### src/rtl/izh_neuron_scheduler_if.sv
`default_nettype none
// ============================================================================
// Module   : izh_neuron_scheduler_if
// Brief    : Request/acknowledge link between the neuron scheduler and the
//            shared Izhikevich update datapath.
// Revision : 1.0 - initial release
// ============================================================================
interface izh_neuron_scheduler_if;
    logic        dp_req;
    logic [17:0] dp_v;
    logic [17:0] dp_u;
    logic [3:0]  dp_type;
    logic [7:0]  dp_cur;
    logic        dp_ack;
    logic [17:0] dp_v_new;
    logic [17:0] dp_u_new;
    logic        dp_spike;

    modport master (
        output dp_req, dp_v, dp_u, dp_type, dp_cur,
        input  dp_ack, dp_v_new, dp_u_new, dp_spike
    );

    modport slave (
        input  dp_req, dp_v, dp_u, dp_type, dp_cur,
        output dp_ack, dp_v_new, dp_u_new, dp_spike
    );
endinterface
`default_nettype wire

### src/rtl/izh_neuron_scheduler.sv
`default_nettype none
// ============================================================================
// Module   : izh_neuron_scheduler
// Brief    : Sweeps NUM_NEURONS virtual neurons through one shared update
//            datapath per tick, holding per-neuron v/u state and config.
// Options  : SPIKE_COUNT_EN adds an 8-bit saturating per-sweep spike_cnt.
// Revision : 1.0 - initial release
// ============================================================================
module izh_neuron_scheduler #(
    parameter int NUM_NEURONS = 4,
    parameter int IDX_W       = 2,
    parameter int DP_TIMEOUT  = 15
) (
    input  logic                  clk,
    input  logic                  rst_n,
    input  logic                  tick,
    input  logic                  cfg_we,
    input  logic [IDX_W-1:0]      cfg_addr,
    input  logic [3:0]            cfg_type,
    input  logic [7:0]            cfg_cur,
    izh_neuron_scheduler_if.master dp,
    output logic                  spike_valid,
    output logic [IDX_W-1:0]      spike_idx,
    output logic                  sweep_busy,
    output logic                  sweep_done,
    output logic                  overrun,
    output logic                  dp_err,
    input  logic [IDX_W-1:0]      mon_sel,
    output logic [7:0]            mon_v
`ifdef SPIKE_COUNT_EN
    ,
    output logic [7:0]            spike_cnt
`endif
);

    localparam logic [17:0]          c_v_rst    = 18'h34CCD;
    localparam logic [17:0]          c_u_rst    = 18'h3CCCD;
    localparam int                   c_tmo_w    = $clog2(DP_TIMEOUT + 1);
    localparam logic [c_tmo_w-1:0]   c_tmo_last = c_tmo_w'(DP_TIMEOUT - 1);
    localparam logic [IDX_W-1:0]     c_idx_last = IDX_W'(NUM_NEURONS - 1);
    localparam logic [IDX_W:0]       c_num      = (IDX_W + 1)'(NUM_NEURONS);

    typedef enum logic [2:0] {
        S_IDLE  = 3'd0,
        S_ISSUE = 3'd1,
        S_WAIT  = 3'd2,
        S_WRITE = 3'd3,
        S_DONE  = 3'd4
    } state_t;

    state_t               r_state;
    state_t               w_state_nxt;
    logic                 w_timeout;

    logic [17:0]          r_v    [NUM_NEURONS];
    logic [17:0]          r_u    [NUM_NEURONS];
    logic [3:0]           r_type [NUM_NEURONS];
    logic [7:0]           r_cur  [NUM_NEURONS];

    logic [IDX_W-1:0]     r_idx;
    logic [c_tmo_w-1:0]   r_tmo_cnt;
    logic [17:0]          r_dp_v;
    logic [17:0]          r_dp_u;
    logic [3:0]           r_dp_type;
    logic [7:0]           r_dp_cur;
    logic [17:0]          r_v_new;
    logic [17:0]          r_u_new;
    logic                 r_spike;
    logic                 r_wr_en;
    logic                 r_overrun;
    logic                 r_dp_err;

    logic                 w_cfg_hit;
    logic                 w_mon_ok;

    assign w_cfg_hit = cfg_we && ({1'b0, cfg_addr} < c_num);
    assign w_mon_ok  = ({1'b0, mon_sel} < c_num);

    always_ff @(posedge clk or negedge rst_n) begin
        if (!rst_n) begin
            r_state <= S_IDLE;
        end else begin
            r_state <= w_state_nxt;
        end
    end

    always_comb begin
        w_state_nxt = r_state;
        w_timeout   = 1'b0;
        case (r_state)
            S_IDLE: begin
                if (tick) begin
                    w_state_nxt = S_ISSUE;
                end
            end
            S_ISSUE: begin
                w_state_nxt = S_WAIT;
            end
            S_WAIT: begin
                // An ack arriving on the last allowed cycle still wins over the timeout.
                if (dp.dp_ack) begin
                    w_state_nxt = S_WRITE;
                end else if (r_tmo_cnt == c_tmo_last) begin
                    w_timeout   = 1'b1;
                    w_state_nxt = S_WRITE;
                end
            end
            S_WRITE: begin
                w_state_nxt = (r_idx == c_idx_last) ? S_DONE : S_ISSUE;
            end
            S_DONE: begin
                w_state_nxt = S_IDLE;
            end
            default: begin
                w_state_nxt = S_IDLE;
            end
        endcase
    end

    always_ff @(posedge clk or negedge rst_n) begin
        if (!rst_n) begin
            r_idx     <= '0;
            r_tmo_cnt <= '0;
            r_dp_v    <= '0;
            r_dp_u    <= '0;
            r_dp_type <= '0;
            r_dp_cur  <= '0;
            r_v_new   <= '0;
            r_u_new   <= '0;
            r_spike   <= 1'b0;
            r_wr_en   <= 1'b0;
            r_overrun <= 1'b0;
            r_dp_err  <= 1'b0;
            for (int i = 0; i < NUM_NEURONS; i++) begin
                r_v[i]    <= c_v_rst;
                r_u[i]    <= c_u_rst;
                r_type[i] <= '0;
                r_cur[i]  <= '0;
            end
        end else begin
            if (tick && (r_state != S_IDLE)) begin
                r_overrun <= 1'b1;
            end
            case (r_state)
                S_IDLE: begin
                    if (tick) begin
                        r_idx <= '0;
                    end
                end
                S_ISSUE: begin
                    r_dp_v    <= r_v[r_idx];
                    r_dp_u    <= r_u[r_idx];
                    r_dp_type <= r_type[r_idx];
                    r_dp_cur  <= r_cur[r_idx];
                    r_tmo_cnt <= '0;
                    r_wr_en   <= 1'b0;
                    r_spike   <= 1'b0;
                end
                S_WAIT: begin
                    if (dp.dp_ack) begin
                        r_v_new <= dp.dp_v_new;
                        r_u_new <= dp.dp_u_new;
                        r_spike <= dp.dp_spike;
                        r_wr_en <= 1'b1;
                    end else if (w_timeout) begin
                        r_dp_err <= 1'b1;
                    end else begin
                        r_tmo_cnt <= r_tmo_cnt + c_tmo_w'(1);
                    end
                end
                S_WRITE: begin
                    if (r_wr_en) begin
                        r_v[r_idx] <= r_v_new;
                        r_u[r_idx] <= r_u_new;
                    end
                    if (r_idx != c_idx_last) begin
                        r_idx <= r_idx + IDX_W'(1);
                    end
                end
                default: begin
                end
            endcase
            // Config lands in the slot only; the in-flight copy in r_dp_* is untouched.
            if (w_cfg_hit) begin
                r_type[cfg_addr] <= cfg_type;
                r_cur[cfg_addr]  <= cfg_cur;
            end
        end
    end

    assign dp.dp_req  = (r_state == S_WAIT);
    assign dp.dp_v    = r_dp_v;
    assign dp.dp_u    = r_dp_u;
    assign dp.dp_type = r_dp_type;
    assign dp.dp_cur  = r_dp_cur;

    assign spike_valid = (r_state == S_WRITE) && r_spike;
    assign spike_idx   = spike_valid ? r_idx : '0;
    assign sweep_busy  = (r_state == S_ISSUE) || (r_state == S_WAIT) || (r_state == S_WRITE);
    assign sweep_done  = (r_state == S_DONE);
    assign overrun     = r_overrun;
    assign dp_err      = r_dp_err;
    assign mon_v       = w_mon_ok ? r_v[mon_sel][17:10] : 8'h00;

`ifdef SPIKE_COUNT_EN
    logic [7:0] r_spike_cnt;

    always_ff @(posedge clk or negedge rst_n) begin
        if (!rst_n) begin
            r_spike_cnt <= '0;
        end else if ((r_state == S_ISSUE) && (r_idx == '0)) begin
            r_spike_cnt <= '0;
        end else if (spike_valid && (r_spike_cnt != 8'hFF)) begin
            r_spike_cnt <= r_spike_cnt + 8'd1;
        end
    end

    assign spike_cnt = r_spike_cnt;
`endif

endmodule
`default_nettype wire

### src/flat_wrapper.sv
// flat-port wrapper written by rule: the top's interface ports become plain ports
module izh_neuron_scheduler_flat 
#(
    parameter int NUM_NEURONS = 4,
    parameter int IDX_W       = 2,
    parameter int DP_TIMEOUT  = 15
)
  (clk, rst_n, tick, cfg_we, cfg_addr, cfg_type, cfg_cur, spike_valid, spike_idx, sweep_busy, sweep_done, overrun, dp_err, mon_sel, mon_v, dp_dp_req, dp_dp_v, dp_dp_u, dp_dp_type, dp_dp_cur, dp_dp_ack, dp_dp_v_new, dp_dp_u_new, dp_dp_spike);
  izh_neuron_scheduler_if dp_i ();
  input  logic clk;
  input  logic rst_n;
  input  logic tick;
  input  logic cfg_we;
  input  logic [IDX_W-1:0] cfg_addr;
  input  logic [3:0] cfg_type;
  input  logic [7:0] cfg_cur;
  output logic spike_valid;
  output logic [IDX_W-1:0] spike_idx;
  output logic sweep_busy;
  output logic sweep_done;
  output logic overrun;
  output logic dp_err;
  input  logic [IDX_W-1:0] mon_sel;
  output logic [7:0] mon_v;
  output wire logic [$bits(dp_i.dp_req)-1:0] dp_dp_req;
  output wire logic [$bits(dp_i.dp_v)-1:0] dp_dp_v;
  output wire logic [$bits(dp_i.dp_u)-1:0] dp_dp_u;
  output wire logic [$bits(dp_i.dp_type)-1:0] dp_dp_type;
  output wire logic [$bits(dp_i.dp_cur)-1:0] dp_dp_cur;
  input wire logic [$bits(dp_i.dp_ack)-1:0] dp_dp_ack;
  input wire logic [$bits(dp_i.dp_v_new)-1:0] dp_dp_v_new;
  input wire logic [$bits(dp_i.dp_u_new)-1:0] dp_dp_u_new;
  input wire logic [$bits(dp_i.dp_spike)-1:0] dp_dp_spike;
  assign dp_dp_req = dp_i.dp_req;
  assign dp_dp_v = dp_i.dp_v;
  assign dp_dp_u = dp_i.dp_u;
  assign dp_dp_type = dp_i.dp_type;
  assign dp_dp_cur = dp_i.dp_cur;
  assign dp_i.dp_ack = dp_dp_ack;
  assign dp_i.dp_v_new = dp_dp_v_new;
  assign dp_i.dp_u_new = dp_dp_u_new;
  assign dp_i.dp_spike = dp_dp_spike;
  izh_neuron_scheduler #(.NUM_NEURONS(NUM_NEURONS), .IDX_W(IDX_W), .DP_TIMEOUT(DP_TIMEOUT)) u_core (.clk(clk), .rst_n(rst_n), .tick(tick), .cfg_we(cfg_we), .cfg_addr(cfg_addr), .cfg_type(cfg_type), .cfg_cur(cfg_cur), .dp(dp_i), .spike_valid(spike_valid), .spike_idx(spike_idx), .sweep_busy(sweep_busy), .sweep_done(sweep_done), .overrun(overrun), .dp_err(dp_err), .mon_sel(mon_sel), .mon_v(mon_v));
endmodule
### config.mk
export PLATFORM = sky130hd
export DESIGN_NAME = izh_neuron_scheduler_flat
export DESIGN_NICKNAME = d
export VERILOG_FILES = /design/src/rtl/izh_neuron_scheduler_if.sv /design/src/rtl/izh_neuron_scheduler.sv /design/src/flat_wrapper.sv
export SDC_FILE = /design/constraint.sdc
export NUM_CORES = 1
export LEC_CHECK = 0
export ABC_AREA = 1
export BUFFER_PORTS_ARGS = -buffer_cell sky130_fd_sc_hd__buf_2
export CORE_MARGIN = 4
export CORE_UTILIZATION = 35
export CTS_CLUSTER_SIZE = 12
export DETAILED_ROUTE_END_ITERATION = 12
export HOLD_SLACK_MARGIN = 0.1
export PLACE_DENSITY = 0.53
export SYNTH_ARGS = -nofsm -noshare
export SYNTH_HDL_FRONTEND = slang
export SYNTH_SLANG_ARGS = --single-unit
### constraint.sdc
create_clock -name clk -period 1.9 [get_ports clk]
set_input_delay 0.19 -clock clk [delete_from_list [all_inputs] [get_ports clk]]
set_output_delay 0.19 -clock clk [all_outputs]
set_load 0.005 [all_outputs]
== Yosys cells after proc, flatten, opt, wreduce, memory -nomap -nowiden ==
Index checks and enable logic that the tools add are counted.

* Flip-flop bits (word level): 289

* $add $sub $neg: 2
* Magnitude comparators: 5
* Equality and inequality tests: 13
* Multiplexer cells: 44
* Bitwise gates (word level): 4
* Reductions and logical operators: 17

{| class="wikitable"
|+ Operators by type and width
! operator !! count
|-
| 72-bit bitwise mux || 2
|-
| 18-bit 2-to-1 mux || 7
|-
| 18-bit binary-select mux with 2-bit select || 3
|-
| 18-bit demux with 2-bit select || 1
|-
| 32-bit bitwise mux || 1
|-
| 8-bit 2-to-1 mux || 3
|-
| 4-bit 2-to-1 mux || 5
|-
| 8-bit binary-select mux with 2-bit select || 1
|-
| 16-bit bitwise mux || 1
|-
| 8-bit demux with 2-bit select || 1
|-
| 3-bit 2-to-1 mux || 4
|-
| 3-bit case mux with 4 select lines || 1
|-
| 3-bit greater-or-equal comparator, second input constant || 3
|-
| 2-bit NOT with 3-bit output || 3
|-
| 3-bit AND reduction || 3
|-
| 4-bit binary-select mux with 2-bit select || 1
|-
| 4-bit demux with 2-bit select || 1
|-
| 2-bit inequality test, second input constant || 4
|-
| 4-bit case mux with 2 select lines || 1
|-
| 2-bit AND reduction || 4
|-
| 3-bit by 2-bit == test with 1-bit output, second input constant || 2
|-
| 3-bit by 1-bit < comparator with 1-bit output, second input constant || 2
|-
| 2-bit 2-to-1 mux || 3
|-
| 1-bit 2-to-1 mux || 5
|-
| 16 further kinds || 23
|}

== Logic depth before layout (Yosys ltp) ==
* Depth in word-level cells: 7
* Gate-level depth with buffers: 9
* Gate-level depth less buffers: 7

== Least setup slack after synthesis ==
Ideal clock, no wire load.

* Kind: register -> register
* Start point: reg u_core.r_idx[0]
* End point: reg u_core.r_v[66] (netlist name)
* Library setup time: 0.122 ns
* Arrival: 1.618 ns
* Required time: 1.778 ns
* Slack: 0.160 ns
* Cell stages (with the launch flop): 10
* Buffers on the path: 4
* Period minus slack after synthesis: 1.740 ns
* Cells stage by stage: dfrtp_1 -> buf_2 -> inv_2 -> buf_2 -> buf_2 -> ha_1 -> nand3_4 -> buf_6 -> nand2_1 -> o21ai_2

* Longest elaborated chain between the ends: 6
* Elaborated cells between the ends (all ways): 7
* Classes of those cells: order compare (2); mux (3); bitwise (1); reduce/logical (1)

{| class="wikitable"
|+ RTL lines
! element !! line !! text
|-
| start, declared || izh_neuron_scheduler.sv:60 || <nowiki>logic [IDX_W-1:0] r_idx;</nowiki>
|-
| start signal, assigned || izh_neuron_scheduler.sv:177 || <nowiki>r_idx <= r_idx + IDX_W'(1);</nowiki>
|-
| 2-bit NOT with 3-bit output (not written as such) (*) || izh_neuron_scheduler.sv:173 || <nowiki>r_v[r_idx] <= r_v_new;</nowiki>
|-
| 3-bit greater-or-equal comparator (not written as such) / 3-bit by 1-bit < comparator with 1-bit output (equally long branches) || izh_neuron_scheduler.sv:173 ||
|-
| 1-bit logical AND (not written as such) || izh_neuron_scheduler.sv:173 ||
|-
| 18-bit 2-to-1 mux (not written as such) || izh_neuron_scheduler.sv:173 ||
|-
| 18-bit demux with 2-bit select (*) || izh_neuron_scheduler.sv:173 ||
|-
| 72-bit bitwise mux (*) || izh_neuron_scheduler.sv:173 ||
|-
| end signal, assigned by index || izh_neuron_scheduler.sv:135 || <nowiki>r_v[i] <= c_v_rst;</nowiki>
|-
| end signal, assigned by index || izh_neuron_scheduler.sv:173 ||
|-
| end, declared || izh_neuron_scheduler.sv:55 || <nowiki>logic [17:0] r_v [NUM_NEURONS];</nowiki>
|}

Mark *: on every way between the ends. The rest lies on a longest branch, timed or not.
A chain may end at the register's enable or synchronous reset.

== Final worst setup path ==
* Start point: reg u_core.r_state[0]
* End point: reg u_core.r_v_new[6]

* Longest elaborated chain between the ends: 2

{| class="wikitable"
|+ RTL lines
! element !! line !! text
|-
| start, declared || izh_neuron_scheduler.sv:51 || <nowiki>state_t r_state;</nowiki>
|-
| start signal, assigned || izh_neuron_scheduler.sv:83 || <nowiki>r_state <= w_state_nxt;</nowiki>
|-
| 3-bit by 2-bit == test with 1-bit output || izh_neuron_scheduler.sv:144 || <nowiki>case (r_state)</nowiki>
|-
| 2-bit AND reduction (no source line) || n/a ||
|-
| end signal, assigned || izh_neuron_scheduler.sv:161 || <nowiki>r_v_new <= dp.dp_v_new;</nowiki>
|-
| end, declared || izh_neuron_scheduler.sv:66 || <nowiki>logic [17:0] r_v_new;</nowiki>
|}

Every way passes these cells.

==> parameters.txt <==
Parameter                              Value

Run status
  Result of the run    finished, final reports clean

Clocking
  H-tree levels    2
  Buffer levels on the longest clock path    3
  Number of buffers created by CTS    35
  # clock sinks    289
  Clk Tree Root Cell    clkbuf_16
  Clock transition at the registers of the reported paths    0.06 ns
  Buffers inserted during post-CTS setup optimization    0
  CTS tree    yes
  Source-to-sink clock delay at the later pin of the worst-skew pair    0.50 ns

Worst setup path
  Kind of launch point of the worst setup path    flop
  Required time at the worst-slack endpoint    2.28 ns
  Endpoint of the worst register-to-register path    u_core.r_v_new[6]
  Worst setup slack for register-to-register paths    0.06 ns
  Cell depth of the worst flop-to-flop path    7
  Maximum fanout along the worst path    7
  CP arrival    2.23 ns
  R2R Path Start    u_core.r_state[0]
  Class of the most critical setup path    flop to flop
  Crit path to    u_core.r_v_new[6]
  Endpoint kind of the worst setup timing path    flop
  Setup crit start    u_core.r_state[0]

Cells and area
  Area Overhead vs Synth    21.3%
  Filler cell count    3665
  Antenna cells    0
  Final net count    1721
  Footprint of the multi-input gates    0.00488 mm2
  Share of cells above drive strength 1    23.5%
  Sequential cell area    0.00734 mm2

Place
  Half-perimeter wire length of the detailed placement result    20.1 mm
  Placer congestion estimate    0.739
  Buffers on Ports    121

STA
  Maximum frequency from static timing analysis    542 MHz
  Tcrit/Tclk final    97.1%
  Shortest period the worst path allows    1.84 ns
  Worst clock skew on the final layout    0.0169 ns
  Worst hold slack    0.202 ns
  Hold Vio Cnt, Final    0
  Fin Setup TNS    0 ns
  Max transition margin    63.6%
  Tightest Pin Transition    0.546 ns
  Final setup violation count    0
  Unrepaired setup endpoints after global routing    true
  Number of pins with negative max-slew slack in the final report    0

Yosys
  Area share of the leading cell type in the synthesized netlist    39.4%
  Post-synth cell types    26
  Post-synthesis instance area    0.0130 mm2
  Cell taking the most area after synthesis    dfrtp_1
  Yosys warning count    0
  Share of synthesized area occupied by flip-flops and latches    56.4%
  Gate count after technology mapping    1498
  Syn nets    1562
  Count of state elements after synthesis    289
  Biggest area contributors in the synthesized netlist    dfrtp_1 39%, dfstp_2 17%, nand2_1 12%
  Mean area per synthesized cell    8.69 um2

Job
  Max cap viols    0

Floorplanning
  Starting density of the core    35.6%
  Height of the chip    201 um
  DIE WIDTH    201 um
  Core area    0.0366 mm2
  I/O Pins    122
  Std-Cell Rows    70
  Area of the die    0.0403 mm2

Detailed routing
  Detailed-route wire length per cell    15.6 um
  Drt first pass iters    5
  Remaining routing DRC violations    0
  Detailed-route vias per instance    4.79
  Final WL    33.4 mm
  Count of vias placed by the detailed router    10300
  Number of routed nets with antenna violations    0
  Starting DRT DRC Count    568

GRT
  Initial antenna violation count    0
  Largest net degree at the start of global routing    73
  Via count of the first global-routing pass    10200
  Gr ovfl total    0
  All-Layer GR Usage    16.6%
  Wire length of the first global-routing pass    55.7 mm

Power and ir drop
  Total power divided by cell area    1570 mW/mm2
  Leakage power of the design    7.62 nW
  Max rail drop VDD    0.000702 V

Hold path
  Type of the tightest min-delay check    input port to async pin
stage by stage:
| stage | total power [W] | utilization (%) | area (um2) | cells | worst slack (ns) |
|---|---|---|---|---|---|
| after global placement | 0.0180 | 38.5 | 14100 | 2034 | 0.346 |
| after floorplan | 0.0155 | - | 13000 | 1498 | 0.160 |
| final | 0.0247 | 43.1 | 15800 | 2150 | 0.0557 |
| after detailed placement | 0.0182 | 38.5 | 14100 | 2034 | 0.288 |
| after global routing | 0.0267 | 43.1 | 15800 | 2150 | -0.0165 |
| after CTS | 0.0252 | 43.1 | 15800 | 2150 | 0.0304 |
Yosys cell counts (all sizes together):
| cell | n |
|---|---|
| o22ai | 8 |
| o21bai | 1 |
| dfrtp | 205 |
| o21ai | 305 |
| nand2 | 418 |
| nand3b | 2 |
| ha | 6 |
| inv | 65 |
| nor2 | 255 |
| a21o | 1 |
| buf | 56 |
| a21oi | 37 |
| dfstp | 84 |
| nor3 | 2 |
| clkbuf | 34 |
| nand3 | 17 |
| nand4 | 2 |
cell type report:
class | instances | area share (%)
sequential | 289 | 46.5
multi-input combinational | 1054 | 30.9
timing repair buffer | 212 | 10.0
clock buffer | 52 | 6.46
tap | 468 | 3.71
inverter | 65 | 1.55
clock inverter | 10 | 0.832
placed cells by master, fill, tap and decap left out, drive strengths merged:
| cell type | n |
|---|---|
| o21bai | 1 |
| nand3 | 17 |
| o22ai | 8 |
| clkinv | 6 |
| clkinvlp | 1 |
| dfstp | 84 |
| nand4 | 2 |
| a21o | 1 |
| inv | 65 |
| dfrtp | 205 |
| nor3 | 2 |
| ha | 6 |
| dlygate4sd3 | 54 |
| nand3b | 2 |
| a21oi | 37 |
| o21ai | 305 |
| bufinv | 3 |
| nor2 | 255 |
| buf | 158 |
| clkbuf | 52 |
| nand2 | 418 |
cell families (layout without fill, tap and decap cells):
kind of cell,after synthesis,in the layout,share of synthesized area [%]
AO/OA/AOI/OAI,352,352,16.0
adder cells (fa/ha/maj),6,6,0.577
buffers and inverters,155,339,6.31
flip-flops,289,289,56.4
AND/OR/NAND/NOR,696,696,20.8
worst min path at each step:
stage / cells past startpoint / slack [ns] / endpoint / start
3_3_place_gp: 1 / 0.13 / u_core.dp.dp_u[3] / rst_n
3_5_place_dp: 1 / 0.13 / u_core.dp.dp_u[3] / rst_n
4_1_cts: 2 / 0.21 / u_core.dp.dp_u[1] / rst_n
6_report: 2 / 0.20 / u_core.dp.dp_u[1] / rst_n
5_1_grt: 2 / 0.23 / u_core.dp.dp_u[1] / rst_n
2_1_floorplan: 0 / -0.11 / u_core.dp.dp_cur[0] / rst_n
critical path: stages, from the launching register on:
cell	delay, ns
dfrtp_2	0.45
nor2_2	0.22
nand2_2	0.14
inv_2	0.12
nand2_4	0.10
nor2_1	0.11
dlygate4sd3_1	0.56
a21oi_1	0.04
power breakdown:
part | switching, W | internal [W]
clock network | 0.00254 | 0.00412
registers | 0.00119 | 0.00885
logic | 0.00512 | 0.00293
per-layer routing:
metal	part of all wire (%)	track usage [%]	vias to the layer above
li1	-	-	5122
met1	47	22.7	4922
met2	46	27.5	185
met3	3.6	2.39	65
met4	3.1	5.29	0
met5	0	0	-
what timing repair did:
item,in CTS,in global routing
gates resized for setup,4,2
hold buffers,54,0
endpoints found under the hold margin,304,0
pin swaps,0,1
setup endpoints to repair,3,3
flip-flops by register name, summed over array words and instances, names as in the netlist, 2 cells and up:
| register | flops |
|---|---|
| u_core.dp.dp_u | 18 |
| u_core.r_v | 72 |
| u_core.r_state | 3 |
| u_core.r_type | 16 |
| u_core.r_tmo_cnt | 4 |
| u_core.r_u_new | 18 |
| u_core.r_idx | 2 |
| u_core.dp.dp_v | 18 |
| u_core.r_u | 72 |
| u_core.r_v_new | 18 |
| u_core.r_cur | 32 |
| u_core.dp.dp_cur | 8 |
| u_core.dp.dp_type | 4 |
(Power assumes the default switching activity.)
